===== src/rtl/axis_rr_packet_arbiter.sv =====
// Two-input, packet-granular round-robin AXI-Stream arbiter.
// A grant covers one whole packet: it ends on the beat carrying tlast, or
// on the MAX_BEATS-th beat, where tlast is forced so the downstream packet
// FIFO never sees a packet longer than its depth. Forwarded packets are
// counted per input.
module axis_rr_packet_arbiter #(
  parameter int C_AXIS_TDATA_WIDTH = 32,
  parameter int MAX_BEATS          = 16,
  parameter int CNT_WIDTH          = 8
) (
  input  logic                              axis_aclk,
  input  logic                              axis_aresetn,
  // input 0
  input  logic                              s00_axis_tvalid,
  output logic                              s00_axis_tready,
  input  logic [C_AXIS_TDATA_WIDTH-1:0]     s00_axis_tdata,
  input  logic [(C_AXIS_TDATA_WIDTH/8)-1:0] s00_axis_tstrb,
  input  logic                              s00_axis_tlast,
  // input 1
  input  logic                              s01_axis_tvalid,
  output logic                              s01_axis_tready,
  input  logic [C_AXIS_TDATA_WIDTH-1:0]     s01_axis_tdata,
  input  logic [(C_AXIS_TDATA_WIDTH/8)-1:0] s01_axis_tstrb,
  input  logic                              s01_axis_tlast,
  // shared output
  output logic                              m00_axis_tvalid,
  input  logic                              m00_axis_tready,
  output logic [C_AXIS_TDATA_WIDTH-1:0]     m00_axis_tdata,
  output logic [(C_AXIS_TDATA_WIDTH/8)-1:0] m00_axis_tstrb,
  output logic                              m00_axis_tlast,
  // status
  output logic [1:0]                        grant,
  output logic [CNT_WIDTH-1:0]              pkt_cnt0,
  output logic [CNT_WIDTH-1:0]              pkt_cnt1
);

  localparam int BEAT_W = (MAX_BEATS > 1) ? $clog2(MAX_BEATS) : 1;
  localparam logic [BEAT_W-1:0] LAST_BEAT = BEAT_W'(MAX_BEATS - 1);

  // Encoding matches the one-hot grant output, so grant is the state itself.
  typedef enum logic [1:0] {
    IDLE   = 2'b00,
    GRANT0 = 2'b01,
    GRANT1 = 2'b10
  } state_e;

  state_e                state_q, state_d;
  logic [BEAT_W-1:0]     beat_cnt_q, beat_cnt_d;
  logic                  rr_last_q, rr_last_d;   // input served most recently
  logic [CNT_WIDTH-1:0]  pkt_cnt0_q, pkt_cnt0_d;
  logic [CNT_WIDTH-1:0]  pkt_cnt1_q, pkt_cnt1_d;
  logic                  beat;

  // Arbitration, pass-through muxing and release/counter next-state.
  always_comb begin
    // NOTE: every output of this block gets a default first, so no path
    // through the case/if tree can leave one unassigned and infer a latch.
    state_d         = state_q;
    beat_cnt_d      = beat_cnt_q;
    rr_last_d       = rr_last_q;
    pkt_cnt0_d      = pkt_cnt0_q;
    pkt_cnt1_d      = pkt_cnt1_q;
    s00_axis_tready = 1'b0;
    s01_axis_tready = 1'b0;
    m00_axis_tvalid = 1'b0;
    m00_axis_tdata  = '0;
    m00_axis_tstrb  = '0;
    m00_axis_tlast  = 1'b0;

    unique case (state_q)
      IDLE: begin
        // On a tie the input that was not served last wins.
        if (s00_axis_tvalid && s01_axis_tvalid) begin
          state_d = rr_last_q ? GRANT0 : GRANT1;
        end else if (s00_axis_tvalid) begin
          state_d = GRANT0;
        end else if (s01_axis_tvalid) begin
          state_d = GRANT1;
        end
      end
      GRANT0: begin
        m00_axis_tvalid = s00_axis_tvalid;
        m00_axis_tdata  = s00_axis_tdata;
        m00_axis_tstrb  = s00_axis_tstrb;
        m00_axis_tlast  = s00_axis_tlast || (beat_cnt_q == LAST_BEAT);
        s00_axis_tready = m00_axis_tready;
      end
      GRANT1: begin
        m00_axis_tvalid = s01_axis_tvalid;
        m00_axis_tdata  = s01_axis_tdata;
        m00_axis_tstrb  = s01_axis_tstrb;
        m00_axis_tlast  = s01_axis_tlast || (beat_cnt_q == LAST_BEAT);
        s01_axis_tready = m00_axis_tready;
      end
      default: state_d = IDLE;
    endcase

    beat = m00_axis_tvalid && m00_axis_tready;

    // The releasing beat always returns to IDLE, which enforces the idle
    // cycle between consecutive grants.
    if (beat) begin
      if (m00_axis_tlast) begin
        state_d    = IDLE;
        beat_cnt_d = '0;
        rr_last_d  = (state_q == GRANT1);
        if (state_q == GRANT0) begin
          pkt_cnt0_d = pkt_cnt0_q + 1'b1;
        end else begin
          pkt_cnt1_d = pkt_cnt1_q + 1'b1;
        end
      end else begin
        beat_cnt_d = beat_cnt_q + 1'b1;
      end
    end
  end

  // State, beat counter, round-robin pointer and packet counters.
  always_ff @(posedge axis_aclk) begin
    // NOTE: sequential state uses non-blocking assignments so every register
    // samples pre-edge values regardless of statement order.
    if (!axis_aresetn) begin
      state_q    <= IDLE;
      beat_cnt_q <= '0;
      rr_last_q  <= 1'b1;
      pkt_cnt0_q <= '0;
      pkt_cnt1_q <= '0;
    end else begin
      state_q    <= state_d;
      beat_cnt_q <= beat_cnt_d;
      rr_last_q  <= rr_last_d;
      pkt_cnt0_q <= pkt_cnt0_d;
      pkt_cnt1_q <= pkt_cnt1_d;
    end
  end

  assign grant    = state_q;
  assign pkt_cnt0 = pkt_cnt0_q;
  assign pkt_cnt1 = pkt_cnt1_q;

endmodule

===== config.mk =====
export PLATFORM = sky130hd
export DESIGN_NAME = axis_rr_packet_arbiter
export DESIGN_NICKNAME = d
export VERILOG_FILES = /design/src/rtl/axis_rr_packet_arbiter.sv
export SDC_FILE = /design/constraint.sdc
export NUM_CORES = 1
export LEC_CHECK = 0
export BUFFER_PORTS_ARGS = -buffer_cell sky130_fd_sc_hd__buf_2
export CORE_UTILIZATION = 40
export DETAILED_ROUTE_END_ITERATION = 8
export PLACE_DENSITY = 0.83
export SLEW_MARGIN = 30
export SYNTH_ARGS = -nofsm -noshare
export SYNTH_HDL_FRONTEND = slang
export SYNTH_SLANG_ARGS = --single-unit

===== constraint.sdc =====
create_clock -name axis_aclk -period 2.6 [get_ports axis_aclk]
set_clock_uncertainty 0.1 [all_clocks]
set_input_delay 0.78 -clock axis_aclk [delete_from_list [all_inputs] [get_ports axis_aclk]]
set_output_delay 0.78 -clock axis_aclk [all_outputs]
set_load 0.01 [all_outputs]

==> flow_metrics.env, run 1 <==
export IMPL_antenna_found_initial=0
export IMPL_cap_violations=0
export IMPL_power_switching_mw=0.3468
export IMPL_netSwitchingFraction_pct=33.19
export IMPL_synthesis_nets=317
export IMPL_hold_viol_final=0
export IMPL_htreeDepth=1
export IMPL_crit_chain="inv_1, ha_2, clkbuf_16, a22oi_1, nor2b_1, buf_2"
export IMPL_synth_ff_type="dfxtp_1"
export IMPL_worstPathMaxFanout=20
export IMPL_critPathBufInv=3
export IMPL_placed_area_sq_um=2536
export IMPL_core_area_sq_um=4144
export IMPL_yosysTopAreaCellShare_pct=25.79
export IMPL_port_buffers=136
export IMPL_cp_slowest_stage_delay_ns=0.38
export IMPL_root_buffer="clkbuf_8"
export IMPL_ys_seq_area_share_pct=25.79
export IMPL_cts_setup_buffers=0
export IMPL_fin_nets=450
export IMPL_cts_sinks=23
export IMPL_leakage_nw=1.210
export IMPL_drtIter0Drc=97
export IMPL_postRouteAntennaNets=0
export IMPL_fp_dieW_microns=68.81
export IMPL_drv_slew=0
export IMPL_dieHeight_microns=68.81
export IMPL_grt_pass1_wl_microns=7610
export IMPL_worst_setup_path_end_kind="primary output"
export IMPL_setup_violations=0
export IMPL_fin_crit_sh_pct=96.32
export IMPL_synth_cell_types=34
export IMPL_ir_worst_vdd_uv=291.1
export IMPL_post_route_drc_count=0
export IMPL_period_needed_ns=2.504
export IMPL_cpLargestDelayFamily="buffers and inverters"
export IMPL_critPathLaunchType="register"
export IMPL_p_int_mw=0.6982
export IMPL_start_util_pct=43.09
export IMPL_fp_row_count=23
export IMPL_die_area_sq_um=4735
export IMPL_synthCells=231
export IMPL_drive_gt1_share_pct=44.35
export IMPL_gp_routability_congestion=0.9022
export IMPL_yosysTopAreaCell="dfxtp_1"
export IMPL_synth_common_cells="39 x nor2b_1, 37 x a22oi_1, 23 x dfxtp_1"
export IMPL_synthTopCellsByArea="dfxtp_1 26%, a22oi_1 16%, nor2b_1 14%"
export IMPL_status="finished, final reports clean"
export IMPL_power_share_clock_pct=21.8
export IMPL_holdBufCountCts=0
export IMPL_vias=2250
export IMPL_max_freq_ghz=0.3993
export IMPL_synth_edff_count=0
export IMPL_dr_pass1_iters=4
export IMPL_wirelength_microns=5976
export IMPL_hpwl_microns=4505
export IMPL_worst_setup_path_type="register to primary output"
export IMPL_cts_made_buffers=3
export IMPL_area_growth_pct=50.39
export IMPL_critPathRequiredTime_ns=1.72
export IMPL_clk_latency_ns=0.27
export IMPL_syn_area_sq_um=1785
export IMPL_final_cell_area_sq_um=2685
export IMPL_grt_pass1_vias=1684
export IMPL_grt_use_total_pct=21.17
export IMPL_async_reset_ff_share_pct=0
export IMPL_grt_max_degree=41
export IMPL_viasPerCell=5.448
export IMPL_num_io_pins=137
export IMPL_hold_path_class="register to register"
export IMPL_cts_buffer_depth=2
export IMPL_arrival_ns=1.62
export IMPL_post_drt_wl_per_cell_microns=14.47
export IMPL_slew_headroom_pct=59.28
export IMPL_pwr_share_seq_pct=34.9
export IMPL_critPathSlowestCell="dfxtp_4"
export IMPL_synth_seq_cells=23
export IMPL_yosysMostFrequentCell="nor2b_1"
export IMPL_clk_pin_slew_ns=0.08
export IMPL_fillers=385
export IMPL_grt_overflow_total=0
export IMPL_yosysWarnings=0
export IMPL_final_util_pct=64.79
export IMPL_cts_tree="done"
export IMPL_syn_avg_cell_area_sq_um=7.729
export IMPL_antennaDiodeCount=0
export IMPL_p_per_area_nw_per_um2=389.2
export IMPL_worst_slew_pin_slew_ns=0.5955
export IMPL_p_comb_share_pct=43.4
## power by group through the flow
stage	Combinational, mW	Sequential, mW	Clock (mW)
after floorplan	0.232	0.372	0
after global placement	0.389	0.370	0
after detailed placement	0.397	0.371	0
after CTS	0.400	0.363	0.233
after global routing	0.498	0.366	0.244
final	0.453	0.364	0.227
## metal layers
layer  part of all wire, %  wire [microns]  vias to the layer above  global-route usage (%)
li1                      -               -                     1114                       -
met1                    44            2634                     1050                   29.45
met2                    50            2969                       81                   35.66
met3                   5.6             335                        5                   2.467
met4                  0.60              36                        0                   3.061
met5                     0               0                        -                       0
## cell type report
class                      instances  area, sq um  area share, %
sequential                        23        465.4          17.33
tap                               50        62.56          2.330
clock buffer                       4        45.04          1.678
inverter                           7        26.28         0.9786
timing repair buffer             144        804.5          29.96
multi-input combinational        185         1281          47.72
## registers in the layout, indices dropped and copies added (netlist names)
register and cells:
grant 2, beat_cnt_q 4, pkt_cnt1 8, rr_last_q 1
pkt_cnt0 8
## worst min-delay path, delay by kind of cell (launching register included)
kind,cells,cell delay (ns)
flops,1,0.32
simple gates,1,0.05
mux,1,0.05
## layout by cell type, fill, tap and decap left out, drive strengths merged, types with 8 or more instances in the layout
| cell type | netlist | layout |
|---|---|---|
| buf | 6 | 142 |
| a21oi | 14 | 14 |
| nor2 | 8 | 8 |
| nand3 | 9 | 9 |
| nand2 | 13 | 13 |
| dfxtp | 23 | 23 |
| nor2b | 39 | 39 |
| a22oi | 37 | 37 |
## timing repair
action                                  4_1_cts  5_1_grt
gates cloned                                  0        2
endpoints found under the setup margin        5       39
gates resized for setup                       2       11
## cell families after synthesis
| kind of cell | after synthesis | synth area share (%) |
|---|---|---|
| simple gates | 98 | 31.18 |
| xor+xnor | 4 | 1.962 |
| mux | 6 | 3.364 |
| buf+inv | 23 | 4.976 |
| compound gates | 70 | 27.82 |
| fa+ha+maj | 7 | 4.905 |
| flops | 23 | 25.79 |
## stage by stage
stage               std cells  setup TNS [ns]  total power, mW  hold WS (ns)  setup WS [ns]
finish                    413               0            1.045        0.3704        0.09572
global route              413       -0.001376            1.108        0.3945      -0.001376
CTS                       411        -0.02891           0.9958        0.3730      -0.009845
detailed placement        407               0           0.7677        0.3525         0.1891
global placement          407               0           0.7597        0.3550         0.1780
floorplan                 231               0           0.6038        0.3492         0.1764
## path summary, 6_finish.rpt
path                         endpoint  cells after the start  slack [ns]                startpoint
max                 m00_axis_tdata[1]                      6         0.1       grant[1]$_SDFF_PN0_
min          pkt_cnt0[7]$_SDFFE_PN0P_                      2        0.37  pkt_cnt0[7]$_SDFFE_PN0P_
min reg2reg  pkt_cnt0[7]$_SDFFE_PN0P_                      2        0.37  pkt_cnt0[7]$_SDFFE_PN0P_
max reg2reg  pkt_cnt1[4]$_SDFFE_PN0P_                      7        0.24       grant[1]$_SDFF_PN0_
No activity file was read; power rests on OpenSTA's default activity.
==> inputs of run 2 (changes only) <==
--- a/config.mk
+++ b/config.mk
@@ -6,9 +6,11 @@
 export NUM_CORES = 1
 export LEC_CHECK = 0
 export BUFFER_PORTS_ARGS = -buffer_cell sky130_fd_sc_hd__buf_2
+export CORE_MARGIN = 2
 export CORE_UTILIZATION = 40
 export DETAILED_ROUTE_END_ITERATION = 8
 export PLACE_DENSITY = 0.83
+export SKIP_LAST_GASP = 1
 export SLEW_MARGIN = 30
 export SYNTH_ARGS = -nofsm -noshare
 export SYNTH_HDL_FRONTEND = slang
==> flow_metrics.env, run 2 (synthesis gave the netlist of run 1 again) <==
export IMPL_tns_ns=0
export IMPL_min_path_cells=2
export IMPL_cts_setup_buffers=0
export IMPL_grt_max_degree=39
export IMPL_worst_slew_pin_slew_ns=0.7301
export IMPL_total_power_mw=1.024
export IMPL_htreeDepth=1
export IMPL_seq_area_sq_um=462.9
export IMPL_holdBufCountCts=0
export IMPL_final_common_cell="buf_2"
export IMPL_start_util_pct=41.29
export IMPL_pwr_share_seq_pct=35.6
export IMPL_fin_crit_sh_pct=96.78
export IMPL_grt_overflow_total=0
export IMPL_fin_nets=450
export IMPL_dr_pass1_iters=4
export IMPL_worst_setup_path_end_kind="primary output"
export IMPL_leakage_nw=1.203
export IMPL_hold_viol_final=0
export IMPL_antenna_found_initial=0
export IMPL_arrival_ns=1.64
export IMPL_clk_latency_ns=0.26
export IMPL_postRouteAntennaNets=0
export IMPL_grt_use_total_pct=21.48
export IMPL_p_int_mw=0.6844
export IMPL_fillers=394
export IMPL_wirelength_microns=5944
export IMPL_pre_cts_ws_ns=0.1740
export IMPL_drive_gt1_share_pct=44.08
export IMPL_rsz0062_at_grt="true"
export IMPL_antennaDiodeCount=0
export IMPL_placedCellCount=410
export IMPL_setup_violations=0
export IMPL_drtIter0Drc=65
export IMPL_slew_headroom_pct=50.07
export IMPL_power_switching_mw=0.3398
export IMPL_worstPathMaxFanout=37
export IMPL_regToRegStartpoint="grant[1]$_SDFF_PN0_"
export IMPL_area_growth_pct=48.28
export IMPL_hold_path_class="register to register"
export IMPL_grt_pass1_vias=2013
export IMPL_p_comb_share_pct=42.7
export IMPL_cts_buffer_depth=2
export IMPL_cts_tree="done"
export IMPL_drv_slew=0
export IMPL_power_share_clock_pct=21.7
export IMPL_critPathRequiredTime_ns=1.72
export IMPL_vias=2236
export IMPL_post_route_drc_count=0
export IMPL_post_drt_wl_per_cell_microns=14.32
export IMPL_status="finished, final reports clean"
export IMPL_cap_violations=0
export IMPL_rr_endpoint="pkt_cnt1[4]$_SDFFE_PN0P_"
export IMPL_period_needed_ns=2.516
export IMPL_port_buffers=136
export IMPL_core_area_sq_um=4324
export IMPL_worstHoldEndpoint="pkt_cnt1[7]$_SDFFE_PN0P_"
export IMPL_p_per_area_nw_per_um2=386.9
export IMPL_worst_setup_path_type="register to primary output"
export IMPL_cts_made_buffers=3
export IMPL_reg2reg_slack_ns=0.30
export IMPL_cts_sinks=23
export IMPL_r2r_cells=6
export IMPL_final_setup_worst_slack_ns=0.08359
export IMPL_max_freq_ghz=0.3974
export IMPL_ir_worst_vdd_uv=332.4
export IMPL_dieHeight_microns=70.81
export IMPL_num_io_pins=137
export IMPL_gp_routability_congestion=0.8197
export IMPL_die_area_sq_um=5014
export IMPL_critPathSlowestCell="dfxtp_2"
export IMPL_fp_row_count=24
export IMPL_root_buffer="clkbuf_8"
export IMPL_fin_cells=415
export IMPL_fp_dieW_microns=70.81
export IMPL_hpwl_microns=4638
export IMPL_final_cell_mix="136 x buf_2, 39 x nor2b_1, 37 x a22oi_1"
export IMPL_clk_pin_slew_ns=0.08
export IMPL_cpLargestDelayFamily="buffers and inverters"
export IMPL_hp_start="pkt_cnt1[7]$_SDFFE_PN0P_"
export IMPL_multi_input_comb_area_sq_um=1264
export IMPL_viasPerCell=5.388
export IMPL_crit_chain="inv_1, ha_2, buf_12, a22oi_1, nor2b_1, buf_2"
export IMPL_grt_pass1_wl_microns=9066
export IMPL_cp_slowest_stage_delay_ns=0.36
export IMPL_critPathLaunchType="register"
export IMPL_netSwitchingFraction_pct=33.18
export IMPL_critPathBufInv=3
[run 2: worst min-delay path, stage by stage, from the launching register on]
cell     delay (ns)
dfxtp_1        0.33
nand2_1        0.05
mux2i_1        0.05
[run 2: how the worst max path moves through the flow]
stage | start | to | slack [ns] | cells after the start
2_1_floorplan | grant[1]$_SDFF_PN0_ | m00_axis_tdata[23] | 0.18 | 6
3_3_place_gp | s01_axis_tlast | m00_axis_tlast | 0.26 | 5
5_1_grt | grant[0]$_SDFF_PN0_ | m00_axis_tlast | -0.02 | 6
4_1_cts | grant[0]$_SDFF_PN0_ | m00_axis_tlast | -0.03 | 6
6_report | grant[1]$_SDFF_PN0_ | m00_axis_tdata[0] | 0.08 | 6
3_5_place_dp | grant[0]$_SDFF_PN0_ | m00_axis_tlast | 0.17 | 6
[run 2: metrics by stage]
step / area, sq um / hold slack (ns) / utilization [%]
3_5_place_dp: 2546 / 0.3553 / 58.88
3_3_place_gp: 2546 / 0.3497 / 58.88
5_1_grt: 2648 / 0.3868 / 61.23
6_report: 2648 / 0.3724 / 61.23
2_1_floorplan: 1785 / 0.3492 / -
4_1_cts: 2595 / 0.3737 / 60.01
[run 2: timing repair]
| action | in CTS | in global routing |
|---|---|---|
| gates resized for setup | 1 | 7 |
| setup endpoints to repair | 29 | 38 |
| cloned | 0 | 1 |
| pin swaps | 0 | 0 |
[run 2: cell type report]
type / instances / share of cell area (%)
clock buffer: 3 / 1.560
timing repair buffer: 144 / 29.58
tap: 52 / 2.457
multi-input combinational: 185 / 47.73
sequential: 23 / 17.49
clock inverter: 1 / 0.1890
inverter: 7 / 0.9924
[run 2: per-layer routing]
metal / share of wire, % / GRT usage (%) / routed length [microns]
met5: 0 / 0 / 0
met3: 5.9 / 3.134 / 350
met2: 51 / 39.15 / 3037
met1: 42 / 27.30 / 2508
met4: 0.79 / 3.354 / 47
[run 2: power by group through the flow]
stage | logic [mW] | registers [mW] | clock network [mW]
global placement | 0.394 | 0.370 | 0
floorplan | 0.232 | 0.372 | 0
CTS | 0.402 | 0.363 | 0.226
detailed placement | 0.400 | 0.371 | 0
finish | 0.437 | 0.365 | 0.223
global route | 0.480 | 0.366 | 0.237
==> inputs of run 3 (changes only) <==
==> constraint.sdc (replaced) <==
create_clock -name axis_aclk -period 2.6 [get_ports axis_aclk]
set_clock_uncertainty 0.1 [all_clocks]
set_input_delay 0.26 -clock axis_aclk [delete_from_list [all_inputs] [get_ports axis_aclk]]
set_output_delay 0.26 -clock axis_aclk [all_outputs]
set_load 0.01 [all_outputs]
==> flow_metrics.env, run 3 (synthesis gave the netlist of run 1 again) <==
export IMPL_clk_pin_slew_ns=0.08
export IMPL_fin_crit_sh_pct=88.36
export IMPL_vias=2259
export IMPL_cts_setup_buffers=0
export IMPL_p_per_area_nw_per_um2=380.7
export IMPL_crit_chain="inv_1, ha_1, buf_4, a22oi_1, nor2b_1, buf_2"
export IMPL_post_route_drc_count=0
export IMPL_dr_pass1_iters=4
export IMPL_worst_setup_path_type="register to primary output"
export IMPL_status="finished, final reports clean"
export IMPL_dieHeight_microns=70.81
export IMPL_rr_endpoint="pkt_cnt0[5]$_SDFFE_PN0P_"
export IMPL_core_area_sq_um=4324
export IMPL_die_area_sq_um=5014
export IMPL_viasPerCell=5.470
export IMPL_path_depth=6
export IMPL_cap_violations=0
export IMPL_hpwl_microns=4676
export IMPL_final_common_cell="buf_2"
export IMPL_slew_headroom_pct=64.17
export IMPL_postRouteAntennaNets=0
export IMPL_wirelength_microns=5952
export IMPL_worst_slew_pin_slew_ns=0.5364
export IMPL_holdBufCountCts=0
export IMPL_hold_viol_final=0
export IMPL_num_io_pins=137
export IMPL_fp_dieW_microns=70.81
export IMPL_port_buffers=136
export IMPL_cts_sinks=23
export IMPL_reg2reg_slack_ns=0.36
export IMPL_critPathRequiredTime_ns=2.24
export IMPL_regToRegStartpoint="grant[0]$_SDFF_PN0_"
export IMPL_area_growth_pct=43.38
export IMPL_cts_tree="done"
export IMPL_r2r_cells=7
export IMPL_antenna_found_initial=0
export IMPL_arrival_ns=1.94
export IMPL_cpLargestDelayFamily="buffers and inverters"
export IMPL_ir_worst_vdd_uv=290.1
export IMPL_drive_gt1_share_pct=42.11
export IMPL_worstHoldEndpoint="rr_last_q$_SDFFE_PN1P_"
export IMPL_start_util_pct=41.29
export IMPL_drv_slew=0
export IMPL_critPathSlowestCell="buf_4"
export IMPL_grt_max_degree=38
export IMPL_rsz0062_at_grt="false"
export IMPL_fin_nets=448
export IMPL_grt_pass1_vias=1974
export IMPL_placed_area_sq_um=2514
export IMPL_grt_overflow_total=0
export IMPL_post_drt_wl_per_cell_microns=14.41
export IMPL_hold_path_class="input pin to register"
export IMPL_critPathBufInv=3
export IMPL_grt_pass1_wl_microns=9232
export IMPL_final_cell_area_sq_um=2560
export IMPL_final_util_pct=59.20
export IMPL_final_cell_mix="136 x buf_2, 39 x nor2b_1, 37 x a22oi_1"
export IMPL_fp_row_count=24
export IMPL_critPathLaunchType="register"
export IMPL_worst_setup_path_end_kind="primary output"
export IMPL_cts_made_buffers=3
export IMPL_root_buffer="clkbuf_8"
export IMPL_cp_slowest_stage_delay_ns=0.37
export IMPL_min_path_cells=2
export IMPL_htreeDepth=1
export IMPL_hp_start="axis_aresetn"
export IMPL_drtIter0Drc=62
export IMPL_max_freq_ghz=0.4353
export IMPL_tns_ns=0
export IMPL_gp_routability_congestion=0.8027
export IMPL_cts_resized=0
export IMPL_antennaDiodeCount=0
export IMPL_cts_buffer_depth=2
export IMPL_clk_latency_ns=0.27
export IMPL_period_needed_ns=2.297
export IMPL_setup_violations=0
export IMPL_leakage_nw=1.179
export IMPL_grt_use_total_pct=22.22
export IMPL_worstPathMaxFanout=35
## run 3: through the flow
step	setup WS [ns]	power [mW]	hold slack, ns	cells
after floorplan	0.4362	0.6038	0.3492	231
after global placement	0.4836	0.7473	0.3546	409
after detailed placement	0.3643	0.7582	0.3548	409
after CTS	0.2871	0.9857	0.1951	413
after global routing	0.1369	1.038	0.2050	413
final	0.3026	0.9745	0.2095	413
## run 3: area by class of cell
type / count / area, sq um
Sequential cell: 23 / 460.4
Timing Repair Buffer: 142 / 725.7
Inverter: 7 / 26.28
Multi-Input combinational cell: 185 / 1236
Fill cell: 411 / 1764
Tap cell: 52 / 65.06
Clock inverter: 1 / 5.005
Clock buffer: 3 / 41.29
## run 3: worst register-to-register path: cells and delay by family (launching register included)
family          cells  cell delay, ns
flops               1            0.40
fa+ha+maj           1            0.29
simple gates        1            0.52
compound gates      2            0.39
mux                 1            0.17
buf+inv             2            0.29
## run 3: metal layers
metal / routed length [microns] / vias to the layer above / GRT usage [%]
met3: 363 / 15 / 2.849
li1: - / 1113 / -
met2: 2967 / 106 / 40.08
met1: 2539 / 1025 / 28.17
met5: 0 / - / 0
met4: 82 / 0 / 5.031
## run 3: how the worst max path moves through the flow
stage          slack [ns]           startpoint                    endpoint
5_1_grt              0.14  grant[0]$_SDFF_PN0_           m00_axis_tdata[0]
6_report             0.30  grant[0]$_SDFF_PN0_           m00_axis_tdata[0]
3_5_place_dp         0.36  grant[0]$_SDFF_PN0_    pkt_cnt0[5]$_SDFFE_PN0P_
4_1_cts              0.29  grant[0]$_SDFF_PN0_           m00_axis_tdata[0]
3_3_place_gp         0.48  grant[0]$_SDFF_PN0_    pkt_cnt0[6]$_SDFFE_PN0P_
2_1_floorplan        0.44  grant[0]$_SDFF_PN0_  beat_cnt_q[3]$_SDFFE_PN0P_
## run 3: power breakdown
| group | switching, mW | leakage, nW | internal (mW) |
|---|---|---|---|
| Sequential | 0.00659 | 0.186 | 0.357 |
| Clock | 0.118 | 0.0255 | 0.107 |
| Combinational | 0.205 | 0.968 | 0.182 |
